--- config.mk ---
export PLATFORM = sky130hd
export DESIGN_NAME = acc_flag_reg
export DESIGN_NICKNAME = d
export VERILOG_FILES = /design/src/rtl/acc_flag_reg.sv
export SDC_FILE = /design/constraint.sdc
export NUM_CORES = 1
export LEC_CHECK = 0
export CORE_MARGIN = 5
export CORE_UTILIZATION = 54
export CTS_CLUSTER_SIZE = 30
export DETAILED_ROUTE_END_ITERATION = 8
export PLACE_DENSITY = 0.85
export SYNTH_ARGS = -nofsm -noshare
export SYNTH_HDL_FRONTEND = slang
export SYNTH_SLANG_ARGS = --single-unit
--- constraint.sdc ---
create_clock -name clk -period 3.1 [get_ports clk]
set_input_delay 0.62 -clock clk [delete_from_list [all_inputs] [get_ports clk]]
set_output_delay 0.62 -clock clk [all_outputs]
set_load 0.01 [all_outputs]
--- src/rtl/acc_flag_reg.sv ---
// acc_flag_reg
//   Accumulator and status-flag stage behind the 8-bit add/subtract ALU.
//   It registers the ALU sum into an 8-bit accumulator and derives the
//   Z/N/C/V flags. A small LIFO context stack saves and restores
//   {acc, Z, N, C, V} on interrupt entry and exit.
//
// Ports
//   clk          system clock, rising edge
//   reset        synchronous active-low reset
//   alu_out      ALU result, [8] = carry-out, [7:0] = sum
//   op_a_msb     bit 7 of the first ALU operand
//   op_b_msb     bit 7 of the raw second operand (before inversion)
//   sub_nadd     1 = subtract, 0 = add
//   alu_we       capture ALU result and all four flags
//   load_en      load acc from load_data (Z/N recomputed, C/V held)
//   load_data    direct accumulator load value
//   ctx_save     push {acc, flags}
//   ctx_restore  pop into {acc, flags}
//   acc          accumulator
//   flag_z/n/c/v status flags
//   upd_valid    acc/flags changed at the last edge
//   stk_empty    stack pointer is zero (combinational from sp)
//   stk_full     stack pointer equals depth (combinational from sp)
//   stk_err      sticky stack-misuse error, cleared only by reset
module acc_flag_reg #(
  parameter int STACK_DEPTH = 4
) (
  input  logic       clk,
  input  logic       reset,
  input  logic [8:0] alu_out,
  input  logic       op_a_msb,
  input  logic       op_b_msb,
  input  logic       sub_nadd,
  input  logic       alu_we,
  input  logic       load_en,
  input  logic [7:0] load_data,
  input  logic       ctx_save,
  input  logic       ctx_restore,
  output logic [7:0] acc,
  output logic       flag_z,
  output logic       flag_n,
  output logic       flag_c,
  output logic       flag_v,
  output logic       upd_valid,
  output logic       stk_empty,
  output logic       stk_full,
  output logic       stk_err
);

  localparam int PW  = (STACK_DEPTH > 1) ? $clog2(STACK_DEPTH) : 1;
  localparam int SPW = $clog2(STACK_DEPTH) + 1;
  localparam logic [SPW-1:0] SP_FULL = SPW'(STACK_DEPTH);

  logic [7:0]     acc_q, acc_d;
  logic           z_q, z_d;
  logic           n_q, n_d;
  logic           c_q, c_d;
  logic           v_q, v_d;
  logic [SPW-1:0] sp_q, sp_d;
  logic           err_q, err_d;
  logic           upd_q, upd_d;
  logic [11:0]    stack_q [STACK_DEPTH];

  logic           empty, full;
  logic           push_ok, pop_ok, misuse;
  logic [PW-1:0]  push_idx, pop_idx;
  logic [11:0]    cur_ctx;

  assign empty   = (sp_q == '0);
  assign full    = (sp_q == SP_FULL);
  assign cur_ctx = {acc_q, z_q, n_q, c_q, v_q};

  // Save and restore together cancel each other; each alone is rejected
  // when the stack cannot honour it.
  assign push_ok = ctx_save & ~ctx_restore & ~full;
  assign pop_ok  = ctx_restore & ~ctx_save & ~empty;
  assign misuse  = (ctx_save & ctx_restore)
                 | (ctx_save & ~ctx_restore & full)
                 | (ctx_restore & ~ctx_save & empty);

  assign push_idx = sp_q[PW-1:0];
  assign pop_idx  = sp_q[PW-1:0] - PW'(1);

  always_comb begin
    acc_d = acc_q;
    z_d   = z_q;
    n_d   = n_q;
    c_d   = c_q;
    v_d   = v_q;
    if (pop_ok) begin
      {acc_d, z_d, n_d, c_d, v_d} = stack_q[pop_idx];
    end else if (alu_we) begin
      acc_d = alu_out[7:0];
      z_d   = (alu_out[7:0] == 8'h00);
      n_d   = alu_out[7];
      // Carry-out is inverted on subtract so C reads as borrow.
      c_d   = alu_out[8] ^ sub_nadd;
      // Effective operand signs agree but the result sign differs.
      v_d   = (op_a_msb == (op_b_msb ^ sub_nadd)) && (alu_out[7] != op_a_msb);
    end else if (load_en) begin
      acc_d = load_data;
      z_d   = (load_data == 8'h00);
      n_d   = load_data[7];
    end
  end

  always_comb begin
    sp_d = sp_q;
    if (push_ok) begin
      sp_d = sp_q + SPW'(1);
    end else if (pop_ok) begin
      sp_d = sp_q - SPW'(1);
    end
  end

  assign err_d = err_q | misuse;
  assign upd_d = pop_ok | alu_we | load_en;

  always_ff @(posedge clk) begin
    if (!reset) begin
      acc_q <= 8'h00;
      z_q   <= 1'b1;
      n_q   <= 1'b0;
      c_q   <= 1'b0;
      v_q   <= 1'b0;
      sp_q  <= '0;
      err_q <= 1'b0;
      upd_q <= 1'b0;
    end else begin
      acc_q <= acc_d;
      z_q   <= z_d;
      n_q   <= n_d;
      c_q   <= c_d;
      v_q   <= v_d;
      sp_q  <= sp_d;
      err_q <= err_d;
      upd_q <= upd_d;
    end
  end

  // Entry contents are meaningless once sp is cleared, so they carry no reset.
  always_ff @(posedge clk) begin
    if (reset && push_ok) begin
      stack_q[push_idx] <= cur_ctx;
    end
  end

  assign acc       = acc_q;
  assign flag_z    = z_q;
  assign flag_n    = n_q;
  assign flag_c    = c_q;
  assign flag_v    = v_q;
  assign upd_valid = upd_q;
  assign stk_empty = empty;
  assign stk_full  = full;
  assign stk_err   = err_q;

endmodule

==> metrics.md, run 1 <==
| Metric | Value |
|---|---|
| Sequential power share | `0.492` |
| Sink Count | `65` |
| RSZ-0062 raised after global routing | `false` |
| Status | `completed` |
| Register area | `approximately 1800 um2` |
| Final period utilization | `0.825` |
| Critical Path RT | `around 2.5 ns` |
| Initial Util | `0.558` |
| Multi-input combinational cell area | `roughly 960 um2` |
| Clock share of power | `0.314` |
| Least-Margin Pin Slew | `0.635 ns` |
| I/O pin count | `42` |
| H-tree Lvls | `3` |
| Total grt overflow | `0` |
| Setup TNS | `0 ns` |
| Antenna-violating nets left | `0` |
| Crit end category | `output pin` |
| Setup violators final | `0` |
| Vias in the first global route | `around 1.9k` |
| Clk_lat worst skew | `0.33 ns` |
| Post-Route WL | `6300 um` |
| Worst slack at placement | `0.521 ns` |
| Synth Warn # | `0` |
| Drt pass-1 iters | `5` |
| Worst setup margin | `0.543 ns` |
| Yosys cell types | `41` |
| Highest Clock Rate | `slightly below 0.4 GHz` |
| VDD IR max | `around 0.34 mV` |
| Register area share after synthesis | `0.625` |
| Layout area overhead | `22.4%` |
| Root Driver | `clkbuf_8` |
| Hpwl dp | `between 4000 and 5000 um` |
| Part of the power in combinational logic | `0.194` |
| Gr usage total | `0.205` |
| Leading area contributor after synthesis | `edfxtp_1` |
| Min Tclk post-route | `2.56 ns` |
| Avg Synthesized Cell Area | `between 10 and 15 um2` |
| Final Skew | `between 0.004 and 0.005 ns` |
| MaxCap Viol Count | `0` |
| DRC | `0` |
| Slew headroom | `0.576` |
| Critical Path Fanout Max | `6` |
| Initial antenna violation count | `0` |
| PwrDens | `around 600 nW/um2` |
| Syn_nets | `235` |
| Ant diodes | `0` |
| Port-buffer cells | `between 40 and 50` |
| First-pass GRT wire length | `9790 um` |
| WL/cell | `19.3 um` |
| Gate Count Post-Synth | `between 200 and 250` |
| Longest Clk Path Bufs | `2` |
| Post-cts resize count | `0` |
| Die Ht | `~83 um` |
| Internal power | `between 1.5 and 2 mW` |
| GP Congestion | `~0.81` |
| Die area | `roughly 6800 um2` |
| Synth top cells by count | `edfxtp_1 (48), nand2_1 (27), dfxtp_1 (17), a21oi_1 (13), o21ai_0 (12)` |
| Asr flop ratio synth | `0` |
| Switching Share | `0.259` |
| Post-synth EDFFs | `48` |
| Top-count cell post-synth | `edfxtp_1` |
| Hold-fix buffers at CTS | `0` |
| Switching pwr | `between 0.5 and 0.6 mW` |
| Pins Over Slew Limit | `0` |
| Synth Flop Type | `edfxtp_1` |
| Pleak | `about 1.2 nW` |
| Reg clk slew, reported paths | `0.06 ns` |
| Cell area after synthesis | `about 2900 um2` |
| CTS tree | `built` |
| CP Launch Type | `register` |
| Final hold vios | `0` |
| Site Rows | `26` |
| Synth area leaders | `edfxtp_1 (51%), dfxtp_1 (12%), mux4_2 (8.7%), nand2_1 (3.6%), a21oi_1 (2.3%)` |
| Min-delay worst type | `register to register` |
| # nets final | `between 200 and 300` |
| Vias per inst | `between 5 and 6` |
| Initial DRC count | `128` |
| Fillers | `350` |
| Setup bufs post-CTS | `0` |
| Share of layout cells above drive strength 1 | `0.148` |
| Top cell type's share of synthesized area | `0.506` |
| Die X | `82.7 um` |
| DR vias | `around 1.9k` |
| Arr. time, crit path | `between 1.5 and 2 ns` |
| CP Class | `register to output pin` |
| Largest net degree at the start of global routing | `17` |
| FF+latch count, synth | `65` |
| Num CTS Buffers | `9` |
| Core footprint | `roughly 5100 um2` |
## stage by stage
step / hold WS, ns / cell area [um2] / util / total power, mW / cells
final: 0.531 / 3490 / 0.683 / 2.10 / 327
after global routing: 0.540 / 3490 / 0.683 / 2.19 / 327
after CTS: 0.532 / 3490 / 0.683 / 2.10 / 327
after detailed placement: 0.505 / 3310 / 0.648 / 1.45 / 311
after global placement: 0.490 / 3310 / 0.648 / 1.44 / 311
after floorplan: 0.466 / 2850 / - / 1.29 / 204
## power by group through the flow
stage	registers, mW	logic, mW	clock network (mW)
4_1_cts	1.03	0.405	0.666
2_1_floorplan	1.05	0.244	0
6_report	1.03	0.406	0.658
3_3_place_gp	1.05	0.391	0
3_5_place_dp	1.05	0.402	0
5_1_grt	1.04	0.435	0.715
## final cells by class
class / count / area share
clock buffers: 11 / 0.0377
clock inverters: 5 / 0.0133
inverters: 9 / 0.0104
multi-input cells: 121 / 0.274
flip-flops and latches: 65 / 0.511
well taps: 70 / 0.0251
repair buffers: 46 / 0.128
## layout by cell type, fill, tap and decap left out, types with 2 or more instances in the layout
master           count
ha_1                 5
edfxtp_1            48
o21ai_0             12
clkinv_1             3
mux2i_1              6
a31oi_1              4
buf_4                5
clkbuf_8             9
nor2b_1              2
inv_1                7
o211ai_1             2
dfxtp_1             17
xnor2_1              2
nand2_1             27
nor3_1               4
nor2_1               6
nor4_1               2
and3_1               4
clkbuf_1             2
clkdlybuf4s50_1     41
a21oi_1             13
nor3_4               2
mux4_2              11
nand3_1              4
## kinds of logic (layout without fill, tap and decap cells)
family                     count (synthesis)  after routing  synth area share
buffers and inverters                     18             71            0.0391
AOI/OAI and AO/OA                         36             36            0.0781
muxes                                     19             19             0.121
adders and majority gates                  5              5            0.0219
DFF                                       65             65             0.625
and+or+nand+nor                           58             58             0.105
xor gates and xnor gates                   3              3           0.00922
## routing by layer
layer | track usage | share of wire | vias up | wire length [um]
li1 | - | - | 868 | -
met1 | 0.251 | 0.39 | 912 | 2460
met2 | 0.338 | 0.51 | 94 | 3190
met3 | 0.0499 | 0.080 | 17 | 502
met4 | 0.103 | 0.023 | 0 | 148
met5 | 0 | 0 | - | 0
## final timing paths
kind / cells past startpoint / slack [ns] / to / from
setup / recovery: 5 / 0.54 / stk_empty / sp_q[1]
setup reg to reg: 11 / 0.68 / sp_q[2] / sp_q[1]
hold reg to reg: 2 / 0.53 / stk_err / stk_err
hold / removal: 2 / 0.53 / stk_err / stk_err
## flip-flops by register name, indices dropped and copies added, names as in the netlist
name and flops:
flag_v 1, acc 8, flag_n 1, upd_valid 1, flag_c 1, stack_q 48
sp_q 3, flag_z 1, stk_err 1
## critical path: stages (launching register included)
cell             delay [ns]
dfxtp_1                0.38
inv_1                  0.12
ha_1                   0.21
nand2b_2               0.09
inv_1                  0.21
clkdlybuf4s50_1        0.60
No activity file was read; power rests on OpenSTA's default activity.
==> run 2, diff against run 1 <==
clock period = 2.65 ns   (was 3.1 ns; I/O delays follow)
==> metrics.md, run 2 (synthesis results as in run 1) <==
| Metric | Value |
|---|---|
| Initial antenna violation count | `0` |
| # nets final | `between 200 and 300` |
| DR vias | `slightly below 2k` |
| Critical Path Fanout Max | `6` |
| Switching Share | `0.259` |
| First-pass GRT wire length | `~9900 um` |
| Setup TNS | `0 ns` |
| Largest net degree at the start of global routing | `17` |
| Reg with most FFs | `stack_q` |
| Gr usage total | `0.210` |
| Longest Clk Path Bufs | `2` |
| Pins Over Slew Limit | `0` |
| Layout area overhead | `24.4%` |
| Setup violators final | `0` |
| MaxCap Viol Count | `0` |
| Power consumption | `roughly 2.5 mW` |
| Die area | `a little under 7000 um2` |
| Die X | `roughly 83 um` |
| PwrDens | `706 nW/um2` |
| Initial Util | `0.558` |
| GP Congestion | `0.830` |
| VDD IR max | `about 0.46 mV` |
| Final period utilization | `0.924` |
| Internal power | `between 1.5 and 2 mW` |
| Root Driver | `clkbuf_8` |
| Multi-input combinational cell area | `about 960 um2` |
| Max reg flops | `48` |
| Most common library cell in the layout ignoring fill and taps | `edfxtp_1` |
| Post-cts resize count | `0` |
| Clk_lat worst skew | `between 0.3 and 0.4 ns` |
| Critical Path RT | `around 2.1 ns` |
| Initial DRC count | `259` |
| Sequential power share | `0.482` |
| CTS tree | `built` |
| Min Hold Slack | `around 0.52 ns` |
| Post-Route WL | `about 6400 um` |
| Final Skew | `0.00925 ns` |
| Commonest non-fill, non-tap cells in the layout | `edfxtp_1 (48), clkdlybuf4s50_1 (41), nand2_1 (27)` |
| Vias per inst | `approximately 5.8` |
| Highest Clock Rate | `around 0.41 GHz` |
| Setup bufs post-CTS | `0` |
| Switching pwr | `roughly 0.65 mW` |
| WL/cell | `19.2 um` |
| Num CTS Buffers | `9` |
| Least-Margin Pin Slew | `around 0.62 ns` |
| Site Rows | `26` |
| Sink Count | `65` |
| DRC | `0` |
| Min Tclk post-route | `2.45 ns` |
| Drt pass-1 iters | `5` |
| Pleak | `1.27 nW` |
| Final hold vios | `0` |
| RSZ-0062 raised after global routing | `false` |
| Fillers | `354` |
| Port-buffer cells | `between 40 and 50` |
| Clock share of power | `0.326` |
| Part of the power in combinational logic | `0.192` |
| I/O pin count | `42` |
| Reg clk slew, reported paths | `around 0.07 ns` |
| H-tree Lvls | `3` |
| Hold-fix buffers at CTS | `0` |
| Total grt overflow | `0` |
| Slew headroom | `0.584` |
| Die Ht | `just over 80 um` |
| Status | `completed` |
| Min-delay worst type | `register to register` |
| CP Launch Type | `register` |
| Arr. time, crit path | `about 1.9 ns` |
| Register area | `around 1800 um2` |
| Ant diodes | `0` |
| CP Class | `register to output pin` |
| Crit end category | `output pin` |
| Vias in the first global route | `1927` |
| Antenna-violating nets left | `0` |
| Hpwl dp | `~4400 um` |
| Core footprint | `between 5000 and 6000 um2` |
| Share of layout cells above drive strength 1 | `0.179` |
==> run 2: cell types whose count changed in the layout (fill, tap and decap cells not counted) <==
cell,previous run,this run
clkinv_1,3,0
buf_4,5,11
clkbuf_8,9,10
clkinv_2,1,3
==> run 2: layout make-up <==
type	instances	share of cell area
flip-flops and latches	65	0.502
multi-input cells	121	0.270
repair buffers	52	0.139
clock buffers	12	0.0409
well taps	70	0.0247
clock inverters	4	0.0127
inverters	9	0.0102
==> run 2: power by group through the flow <==
stage / clock, mW / sequential, mW / combinational, mW
2_1_floorplan: 0 / 1.23 / 0.286
3_3_place_gp: 0 / 1.22 / 0.465
3_5_place_dp: 0 / 1.23 / 0.477
4_1_cts: 0.828 / 1.21 / 0.482
5_1_grt: 0.879 / 1.21 / 0.521
6_report: 0.817 / 1.21 / 0.480
==> run 2: worst paths after layout <==
kind,start,to,slack [ns],cells after the start
worst min-delay path,stk_err,stk_err,0.52,2
worst min register to register,stk_err,stk_err,0.52,2
worst max-delay path,sp_q[1],stk_empty,0.20,5
worst max register to register,sp_q[1],sp_q[2],0.35,11
==> run 2: per-stage QoR <==
stage,worst slack (ns),std cells,instance area [um2],util
finish,0.201,333,3550,0.694
global route,0.105,333,3550,0.694
CTS,0.196,333,3550,0.694
detailed placement,0.173,317,3360,0.657
global placement,0.254,317,3360,0.657
floorplan,0.298,204,2850,-
==> run 2: routing by layer <==
metal	up-vias	track usage	routed length, um
li1	881	-	-
met3	18	0.0477	473
met4	0	0.126	193
met5	-	0	0
met2	98	0.337	3230
met1	949	0.257	2510
==> run 2: worst max-delay path: stages (launching register included) <==
cell and delay, ns:
dfxtp_1 0.38, inv_1 0.12, ha_1 0.21, nand2b_2 0.10, inv_1 0.20, clkdlybuf4s50_1 0.58
==> run 3, diff against run 2 <==
CORE_UTILIZATION = 56   (was 54)
CTS_BUF_LIST = sky130_fd_sc_hd__clkbuf_2   (was default)
PLACE_DENSITY = 0.88   (was 0.85)
SETUP_SLACK_MARGIN = 0.2   (was default)
==> metrics.md, run 3 (synthesis results as in run 1) <==
| Metric | Value |
|---|---|
| Least-Margin Pin Slew | `between 0.5 and 0.6 ns` |
| Vias in the first global route | `~1.9k` |
| Reg with most FFs | `stack_q` |
| Drt pass-1 iters | `4` |
| Worst setup margin | `roughly 0.42 ns` |
| Die X | `81.3 um` |
| Critical Path Fanout Max | `6` |
| Min Tclk post-route | `about 2.2 ns` |
| Num CTS Buffers | `9` |
| Post-Route WL | `between 6000 and 7000 um` |
| Slowest-stage cell, CP | `dfxtp_2` |
| VDD IR max | `approximately 0.40 mV` |
| Flop2flop setup slack | `around 0.43 ns` |
| CP Class | `register to output pin` |
| Critical Path RT | `2.12 ns` |
| Setup violators final | `0` |
| CP bufs+invs | `3` |
| Antenna-violating nets left | `0` |
| Setup bufs post-CTS | `0` |
| RSZ-0062 raised after global routing | `false` |
| Busiest layer in global routing | `met2` |
| Pleak | `between 1 and 1.5 nW` |
| Gr usage total | `0.210` |
| DR vias | `approximately 1.9k` |
| Hold Crit Depth | `0` |
| Root Driver | `clkbuf_2` |
| Slew headroom | `0.640` |
| Pins Over Slew Limit | `0` |
| Placed inst area | `3360 um2` |
| DRC | `0` |
| Longest Clk Path Bufs | `2` |
| Site Rows | `26` |
| Max incr delay on CP | `0.43 ns` |
| MaxCap Viol Count | `0` |
| Critical path, cell by cell | `inv_1, ha_1, nand2_1, inv_1, dlygate4sd2_1` |
| Highest Clock Rate | `0.448 GHz` |
| Ant diodes | `0` |
| PwrDens | `618 nW/um2` |
| H-tree Lvls | `3` |
| CTS tree | `built` |
| Crit-path leading delay family | `buffers and inverters` |
| Initial Util | `0.569` |
| Final hold vios | `0` |
| Arr. time, crit path | `~1.7 ns` |
| Largest net degree at the start of global routing | `20` |
| Final period utilization | `0.843` |
| Crit. path cell count | `5` |
| Total grt overflow | `0` |
| First-pass GRT wire length | `between 9000 and 10000 um` |
| CP most frequent cell | `inv_1` |
| Vias per inst | `~5.7` |
| Min-delay worst type | `register to register` |
| GP Congestion | `0.887` |
| Share of layout cells above drive strength 1 | `0.183` |
| Reg clk slew, reported paths | `roughly 0.20 ns` |
| Met1 usage | `0.259` |
| Met2 Use GR | `0.355` |
| Met3 GRT Util | `0.0521` |
| Clk_lat worst skew | `about 0.5 ns` |
| Post-Layout Inst Area | `between 3000 and 4000 um2` |
| Layout area overhead | `20.7%` |
| Initial DRC count | `around 190` |
| Hpwl dp | `~4600 um` |
| Final Skew | `roughly 0.048 ns` |
| Die area | `between 6000 and 7000 um2` |
| Core footprint | `5010 um2` |
| Die Ht | `81.3 um` |
| Max reg flops | `48` |
| # nets final | `290` |
| Sink Count | `65` |
| Port-buffer cells | `41` |
| Initial antenna violation count | `0` |
| Most common library cell in the layout ignoring fill and taps | `edfxtp_1` |
| Setup TNS | `0 ns` |
| Worst slack at placement | `0.155 ns` |
| Worst R2R Path Depth | `11` |
| WL/cell | `between 15 and 20 um` |
| CP Launch Type | `register` |
| Hold-fix buffers at CTS | `0` |
| I/O pin count | `42` |
| Commonest non-fill, non-tap cells in the layout | `edfxtp_1 (48), clkdlybuf4s50_1 (39), nand2_1 (27)` |
| Status | `completed` |
| Crit end category | `output pin` |
run 3: power breakdown:
| group | internal, mW | switching (mW) |
|---|---|---|
| registers | 1.16 | 0.0464 |
| logic | 0.240 | 0.239 |
| clock network | 0.112 | 0.331 |
| total | 1.51 | 0.617 |
run 3: final timing paths:
path,start,endpoint
worst min register to register,acc[5],stack_q[3][9]
worst max-delay path,sp_q[1],stk_full
worst max register to register,sp_q[1],sp_q[2]
worst min-delay path,acc[5],stack_q[3][9]
run 3: metrics by stage:
step / utilization / std cells / hold slack, ns / power (mW)
after CTS: 0.686 / 333 / 0.521 / 2.14
after global routing: 0.687 / 333 / 0.535 / 2.23
final: 0.687 / 333 / 0.514 / 2.13
after floorplan: - / 204 / 0.466 / 1.51
after detailed placement: 0.671 / 318 / 0.518 / 1.71
after global placement: 0.671 / 318 / 0.484 / 1.69
run 3: what timing repair did:
action	CTS	global route
endpoints found under the hold margin	0	0
pin swaps	0	0
setup endpoints to repair	2	1
resized for setup	3	1
run 3: routing by layer:
layer  up-vias  share of wire
met2        66           0.54
li1        879              -
met4         0          0.015
met1       955           0.39
met3        11          0.055
met5         -              0
run 3: cell type report:
type                            instances  area (um2)
Inverter                                9        36.3
Timing Repair Buffer                   53         502
Multi-Input combinational cell        121         957
Sequential cell                        65        1780
Clock buffer                           10        50.0
Tap cell                               70        87.6
Clock inverter                          5        23.8
Fill cell                             379        1570
